--- src/rtl/crossing_arbiter_if.sv ---
// Handshake bundle between the track request logic and the crossing arbiter.
// The master drives the train requests; the slave drives the lights, gate and grants.
interface crossing_arbiter_if;
  logic       req_a;
  logic       req_b;
  logic [1:0] road;
  logic [1:0] track_a;
  logic [1:0] track_b;
  logic       gate_down;
  logic       grant_a;
  logic       grant_b;

  modport master (
    output req_a, req_b,
    input  road, track_a, track_b, gate_down, grant_a, grant_b
  );

  modport slave (
    input  req_a, req_b,
    output road, track_a, track_b, gate_down, grant_a, grant_b
  );
endinterface

--- src/rtl/crossing_arbiter.sv ---
// Round-robin arbiter sharing one level crossing between tracks A and B.
// Sequences the road light, both track signals and the gate so that only one track is released.
//
// state        | meaning
// S_ROAD       | road green, both tracks red, gate up
// S_ROAD_WARN  | road yellow before a track is granted (arbitration on last cycle)
// S_TRACK      | owner track green, road red, gate down
// S_TRACK_WARN | owner track yellow; hands over, re-grants or returns to road
module crossing_arbiter #(
  parameter int YELLOW_CYCLES  = 2,
  parameter int MIN_ROAD_GREEN = 4
) (
  input  logic                 clk,
  input  logic                 clr_n,
  crossing_arbiter_if.slave    bus
);

  localparam logic [1:0] RED    = 2'd0;
  localparam logic [1:0] YELLOW = 2'd1;
  localparam logic [1:0] GREEN  = 2'd2;

  localparam int CMAX = (YELLOW_CYCLES > MIN_ROAD_GREEN) ? YELLOW_CYCLES : MIN_ROAD_GREEN;
  localparam int CW   = $clog2(CMAX) + 1;
  localparam logic [CW-1:0] GREEN_LAST  = CW'(MIN_ROAD_GREEN - 1);
  localparam logic [CW-1:0] YELLOW_LAST = CW'(YELLOW_CYCLES - 1);
  localparam logic [CW-1:0] CNT_SAT     = {CW{1'b1}};

  typedef enum logic [1:0] {S_ROAD, S_ROAD_WARN, S_TRACK, S_TRACK_WARN} state_t;

  state_t        state, state_nxt;
  logic [CW-1:0] cnt, cnt_nxt;
  logic          last, last_nxt;    // 0 = A, 1 = B
  logic          owner, owner_nxt;  // 0 = A, 1 = B
  logic          own_req, oth_req;
  logic [1:0]    road_nxt, track_a_nxt, track_b_nxt, owner_col;
  logic          gate_nxt, grant_a_nxt, grant_b_nxt, held;

  assign own_req = owner ? bus.req_b : bus.req_a;
  assign oth_req = owner ? bus.req_a : bus.req_b;

  always_comb begin
    state_nxt = state;
    owner_nxt = owner;
    last_nxt  = last;
    case (state)
      S_ROAD: begin
        if ((bus.req_a || bus.req_b) && cnt >= GREEN_LAST) state_nxt = S_ROAD_WARN;
      end
      S_ROAD_WARN: begin
        if (cnt >= YELLOW_LAST) begin
          if (!bus.req_a && !bus.req_b) begin
            state_nxt = S_ROAD;
          end else begin
            state_nxt = S_TRACK;
            if (bus.req_a && bus.req_b) owner_nxt = ~last;
            else                        owner_nxt = bus.req_b;
            last_nxt = owner_nxt;
          end
        end
      end
      S_TRACK: begin
        if (!own_req) state_nxt = S_TRACK_WARN;
      end
      S_TRACK_WARN: begin
        if (cnt >= YELLOW_LAST) begin
          if (oth_req) begin
            state_nxt = S_TRACK;
            owner_nxt = ~owner;
            last_nxt  = ~owner;
          end else if (own_req) begin
            state_nxt = S_TRACK;
          end else begin
            state_nxt = S_ROAD;
          end
        end
      end
      default: state_nxt = S_ROAD;
    endcase

    // Every state entry is a state change, so a change restarts the phase timer.
    if (state_nxt != state)  cnt_nxt = '0;
    else if (cnt == CNT_SAT) cnt_nxt = cnt;
    else                     cnt_nxt = cnt + 1'b1;
  end

  // Outputs are derived from the next state so the registers track the state with no lag.
  always_comb begin
    held        = (state_nxt == S_TRACK) || (state_nxt == S_TRACK_WARN);
    owner_col   = (state_nxt == S_TRACK) ? GREEN : YELLOW;
    road_nxt    = (state_nxt == S_ROAD) ? GREEN : (state_nxt == S_ROAD_WARN) ? YELLOW : RED;
    track_a_nxt = (held && !owner_nxt) ? owner_col : RED;
    track_b_nxt = (held &&  owner_nxt) ? owner_col : RED;
    gate_nxt    = held;
    grant_a_nxt = held && !owner_nxt;
    grant_b_nxt = held &&  owner_nxt;
  end

  always_ff @(posedge clk) begin
    if (!clr_n) begin
      state         <= S_ROAD;
      cnt           <= '0;
      last          <= 1'b1;
      owner         <= 1'b0;
      bus.road      <= GREEN;
      bus.track_a   <= RED;
      bus.track_b   <= RED;
      bus.gate_down <= 1'b0;
      bus.grant_a   <= 1'b0;
      bus.grant_b   <= 1'b0;
    end else begin
      state         <= state_nxt;
      cnt           <= cnt_nxt;
      last          <= last_nxt;
      owner         <= owner_nxt;
      bus.road      <= road_nxt;
      bus.track_a   <= track_a_nxt;
      bus.track_b   <= track_b_nxt;
      bus.gate_down <= gate_nxt;
      bus.grant_a   <= grant_a_nxt;
      bus.grant_b   <= grant_b_nxt;
    end
  end

endmodule

--- src/flat_wrapper.sv ---
// flat-port wrapper written by rule: the top's interface ports become plain ports
module crossing_arbiter_flat 
#(
  parameter int YELLOW_CYCLES  = 2,
  parameter int MIN_ROAD_GREEN = 4
)
  (clk, clr_n, bus_req_a, bus_req_b, bus_road, bus_track_a, bus_track_b, bus_gate_down, bus_grant_a, bus_grant_b);
  crossing_arbiter_if bus_i ();
  input  logic clk;
  input  logic clr_n;
  input wire logic [$bits(bus_i.req_a)-1:0] bus_req_a;
  input wire logic [$bits(bus_i.req_b)-1:0] bus_req_b;
  output wire logic [$bits(bus_i.road)-1:0] bus_road;
  output wire logic [$bits(bus_i.track_a)-1:0] bus_track_a;
  output wire logic [$bits(bus_i.track_b)-1:0] bus_track_b;
  output wire logic [$bits(bus_i.gate_down)-1:0] bus_gate_down;
  output wire logic [$bits(bus_i.grant_a)-1:0] bus_grant_a;
  output wire logic [$bits(bus_i.grant_b)-1:0] bus_grant_b;
  assign bus_i.req_a = bus_req_a;
  assign bus_i.req_b = bus_req_b;
  assign bus_road = bus_i.road;
  assign bus_track_a = bus_i.track_a;
  assign bus_track_b = bus_i.track_b;
  assign bus_gate_down = bus_i.gate_down;
  assign bus_grant_a = bus_i.grant_a;
  assign bus_grant_b = bus_i.grant_b;
  crossing_arbiter #(.YELLOW_CYCLES(YELLOW_CYCLES), .MIN_ROAD_GREEN(MIN_ROAD_GREEN)) u_core (.clk(clk), .clr_n(clr_n), .bus(bus_i));
endmodule
--- config.mk ---
export PLATFORM = sky130hd
export DESIGN_NAME = crossing_arbiter_flat
export DESIGN_NICKNAME = d
export VERILOG_FILES = /design/src/rtl/crossing_arbiter_if.sv /design/src/rtl/crossing_arbiter.sv /design/src/flat_wrapper.sv
export SDC_FILE = /design/constraint.sdc
export NUM_CORES = 1
export LEC_CHECK = 0
export ABC_CLOCK_PERIOD_IN_PS = 1600
export CORE_MARGIN = 2
export CORE_UTILIZATION = 47
export CTS_BUF_LIST = sky130_fd_sc_hd__clkbuf_2
export CTS_CLUSTER_DIAMETER = 60
export DETAILED_ROUTE_END_ITERATION = 8
export PLACE_DENSITY = 0.76
export SYNTH_ARGS = -nofsm -noshare
export SYNTH_HDL_FRONTEND = slang
export SYNTH_SLANG_ARGS = --single-unit
--- constraint.sdc ---
create_clock -name clk -period 1.6 [get_ports clk]
set_clock_uncertainty 0.2 [all_clocks]
set_input_delay 0.32 -clock clk [delete_from_list [all_inputs] [get_ports clk]]
set_output_delay 0.32 -clock clk [all_outputs]
set_load 0.1 [all_outputs]
==> results of run 1 <==
## sequential cells by signal (all words and copies together) (netlist names)
signal,cells
u_core.state,2
u_core.bus.grant_a,1
u_core.bus.road,2
u_core.owner,1
u_core.bus.track_b,2
u_core.last,1
u_core.cnt,3
u_core.bus.grant_b,1
u_core.bus.track_a,2
## final cells by class
type	count	area share, %
clock buffer	3	1.25
clock inverter	1	0.415
inverter	5	1.56
multi-input combinational	50	39.8
sequential	15	25.9
tap	15	1.56
timing repair buffer	29	29.6
## cells in the final DEF (no fill, tap or decap), drive strengths merged, types with 2 or more instances in the layout
master,count
nand2,4
clkbuf,3
nor2,10
ha,4
o21ai,4
a21oi,2
o211a,2
nor3,4
clkdlybuf4s50,3
buf,26
dfxtp,15
a211oi,2
mux2i,3
inv,5
## per-layer routing
metal	GRT usage [%]	wire [um]	vias up
met5	0	0	-
met4	3.75	8	0
met3	2.59	67	2
met2	40.9	950	21
met1	30.1	790	310
li1	-	-	318
## power by group through the flow
stage	sequential [mW]	combinational (mW)	clock, mW
finish	0.619	1.34	0.184
floorplan	0.887	0.382	0
CTS	0.604	1.24	0.183
global placement	0.595	1.05	0
detailed placement	0.602	1.08	0
global route	0.634	1.42	0.215
## worst max-delay path, delay by kind of cell, from the launching register on
family / cells / cell delay (ns)
AO/OA/AOI/OAI: 3 / 0.59
buffers and inverters: 3 / 0.42
flip-flops: 1 / 0.41
AND/OR/NAND/NOR: 1 / 0.08
## kinds of logic (layout without fill, tap and decap cells)
group / after synthesis / in the layout / synth area share [%]
muxes: 3 / 3 / 4.32
adders and majority gates: 4 / 4 / 7.19
and+or+nand+nor: 23 / 23 / 15.6
DFF: 15 / 15 / 43.2
xor gates and xnor gates: 1 / 1 / 1.26
buffers and inverters: 7 / 38 / 4.14
AOI/OAI and AO/OA: 19 / 19 / 24.3
## worst min path at each step
| stage | startpoint | cells past startpoint | to | slack, ns |
|---|---|---|---|---|
| after floorplan | clr_n | 1 | u_core.last | 0.19 |
| after global placement | u_core.last | 2 | u_core.last | 0.28 |
| after detailed placement | u_core.last | 2 | u_core.last | 0.29 |
| after CTS | u_core.last | 2 | u_core.last | 0.30 |
| after global routing | u_core.last | 2 | u_core.last | 0.33 |
| final | u_core.last | 2 | u_core.last | 0.30 |
## timing repair
| action | in CTS | in global routing |
|---|---|---|
| gates cloned | 0 | 0 |
| pin swaps | 14 | 7 |
| endpoints found under the setup margin | 15 | 15 |
| setup buffers | 5 | 0 |
| resized for setup | 15 | 10 |
==> results summary, run 1 <==
The area fraction of the dominant cell type after synthesis came out at 43.2%. The CTS buffer count is 3. The final reports fail on negative setup slack. The shortest period the worst path allows is 1.78 ns.

Once placement finished, the instance area stood at 0.00103 sq mm. The type of the worst setup path is flop to flop. The total standard cell area after synthesis is 696 sq um.

The via count of the first global-routing pass is 675. The run finished, with violations left. In this run the clock root is driven by a clkbuf_2. The leakage power total is 0.530 nW. Sequential cells burn 28.9% of the power. Data on the critical path arrives at its endpoint at 1.77 ns. The synthesized design spends more area on one cell type than any other, namely dfxtp_1. Among all flip-flop cells after synthesis, the most frequent one is dfxtp_1. Yosys instantiated no cell more often than dfxtp_1. The die boundary width came out at 42.5 um. Cells with a size suffix above 1 make up 49.5% of the layout. The total of fill cells in the finished design came out at 54. The relative slew slack came out at 75.5%. The actual slew at the worst max-slew pin came out at 0.357 ns. The internal cell power is 1.15 mW.

The hold violation total from the final report is 0. Setup violations remaining at the end of the flow were counted as 15. By area the synthesized netlist is led by dfxtp_1, ha_1, nor2_1, mux2i_1, o41ai_4.

The worst hold-check slack is 0.302 ns. The final layout contains 112 nets. Before antenna repair, the detailed router went through 4 iterations. In this run the critical register-to-register path is launched from u_core.cnt[0]. The average detailed-routed wire length per instance is 15.4 um.

The clock drives 15 sinks. The core region is 0.00133 sq mm. The quantity of I/O buffers inserted on ports is 12. After global routing the overflow that remains totals 0. The final design instance area without fill is 0.00120 sq mm.

The worst setup slack for register-to-register paths is -0.18 ns. Clock-pin slew was measured on the worst setup and hold paths at 0.16 ns. The total negative setup slack is -1.60 ns.

The final setup slack of the worst path is -0.179 ns. The net load switching power came out at 0.992 mW. The effective utilization at floorplan is 52.2%. After layout, the worst path uses 111% of the clock period.

The power per unit of standard cell area came out at 1780 mW/mm^2. The flop and latch count out of synthesis came out at 15. Traced cell by cell, the critical path runs through buf_6 > buf_6 > o41ai_4 > buf_6 > a211oi_4 > o21ai_2 > nor2_1. Once detailed placement completed, the half-perimeter wirelength came to 1.28 mm.

IR analysis of the VDD net gives a maximum drop of 1150 uV. The clock passes through at most 2 buffers. The die covers 0.00180 sq mm. By instance count, the cell type seen most on the critical path is buf_6. The worst setup path endpoint is u_core.bus.track_a[1]. The maximum fanout count along the critical path is 5.

In this run the worst setup path begins at u_core.cnt[0]. The largest single stage delay on the critical path is 0.41 ns. The share of power burned in the clock network came out at 8.6%. The number of enable-type register cells in the synthesized netlist came out at 0. The final max-slew violation count came out at 0.

The chip height came out at 42.5 um. The initialized floorplan defines 13 standard-cell rows. The number of remaining DRC errors came out at 0. The wire length of the first global-routing pass is 3.16 mm. The total nets after synthesis is 80. In this run the critical register-to-register path is captured at u_core.bus.track_a[1].

After the first detailed-routing iteration, the DRC count stood at 13. The number of antenna violations at the first check in global routing came to 0. The count of boundary I/O pins came out at 13.

The number of standard cells after synthesis is 72. The switching power as a share of total power is 46.3%. Combinational logic is responsible for 62.5% of the overall power.

The logic depth of the worst register-to-register path is 7. The number of standard cells in the layout, taps in and fillers out is 118. The fraction of synthesis flops using an asynchronous set or reset pin is 0%. The pin count of the biggest net entering global routing is 12. The class of the tightest hold or removal check is flop to flop.

The count of different cell masters after synthesis is 29. The area added between synthesis and finish is 73.2%. The count of vias placed by the detailed router is 651. The part of the Yosys area used for sequential elements came out at 43.2%. The sequential standard cell area came out at 312 sq um. The clock latency reported for the late side of the worst-skew pair is 0.28 ns. The total of warnings raised by yosys is 0. The commonest cells after synthesis are dfxtp_1, nor2_1, inv_1. The hold buffer count at CTS came out at 0. In this run, placement finished with an instance count of 109. The remaining number of nets flagged by the antenna check after routing is 0. The CTS tree is yes. The standard cell with the maximum stage delay on the critical path is dfxtp_4. 0 antenna diodes ended up in the layout. The multi-input logic area came out at 479 sq um.

Using the TritonRoute via totals, the vias-per-cell ratio works out to 5.52. Global routing used 23.0% of the available tracks. The routability congestion estimate from global placement came out at 0.774.

The tool flagged a number of max-cap violations equal to 0. The total power is 2.14 mW. The fmax is 562 MHz. The endpoint class of the critical path is a flop. Setup repair after global routing could not meet its margin everywhere. A synthesized cell averages 9.66 sq um. For this block, the routed nets add up to 1.82 mm of wire. The utilization of the core after routing is 90.3%. The kind of start point of the critical path is a flop.

The required time of the worst setup path is 1.59 ns. In this run the number of H-tree levels came out at 1. The setup slack at placement came out at -0.296 ns.
No activity file was read; power rests on OpenSTA's default activity.
==> run 2: changes to the inputs <==
- ABC_CLOCK_PERIOD_IN_PS: 1600 -> default
- CTS_CLUSTER_SIZE: default -> 28
==> results of run 2 <==
Same layout as run 1: the final DEF is identical, and so are final timing and power.
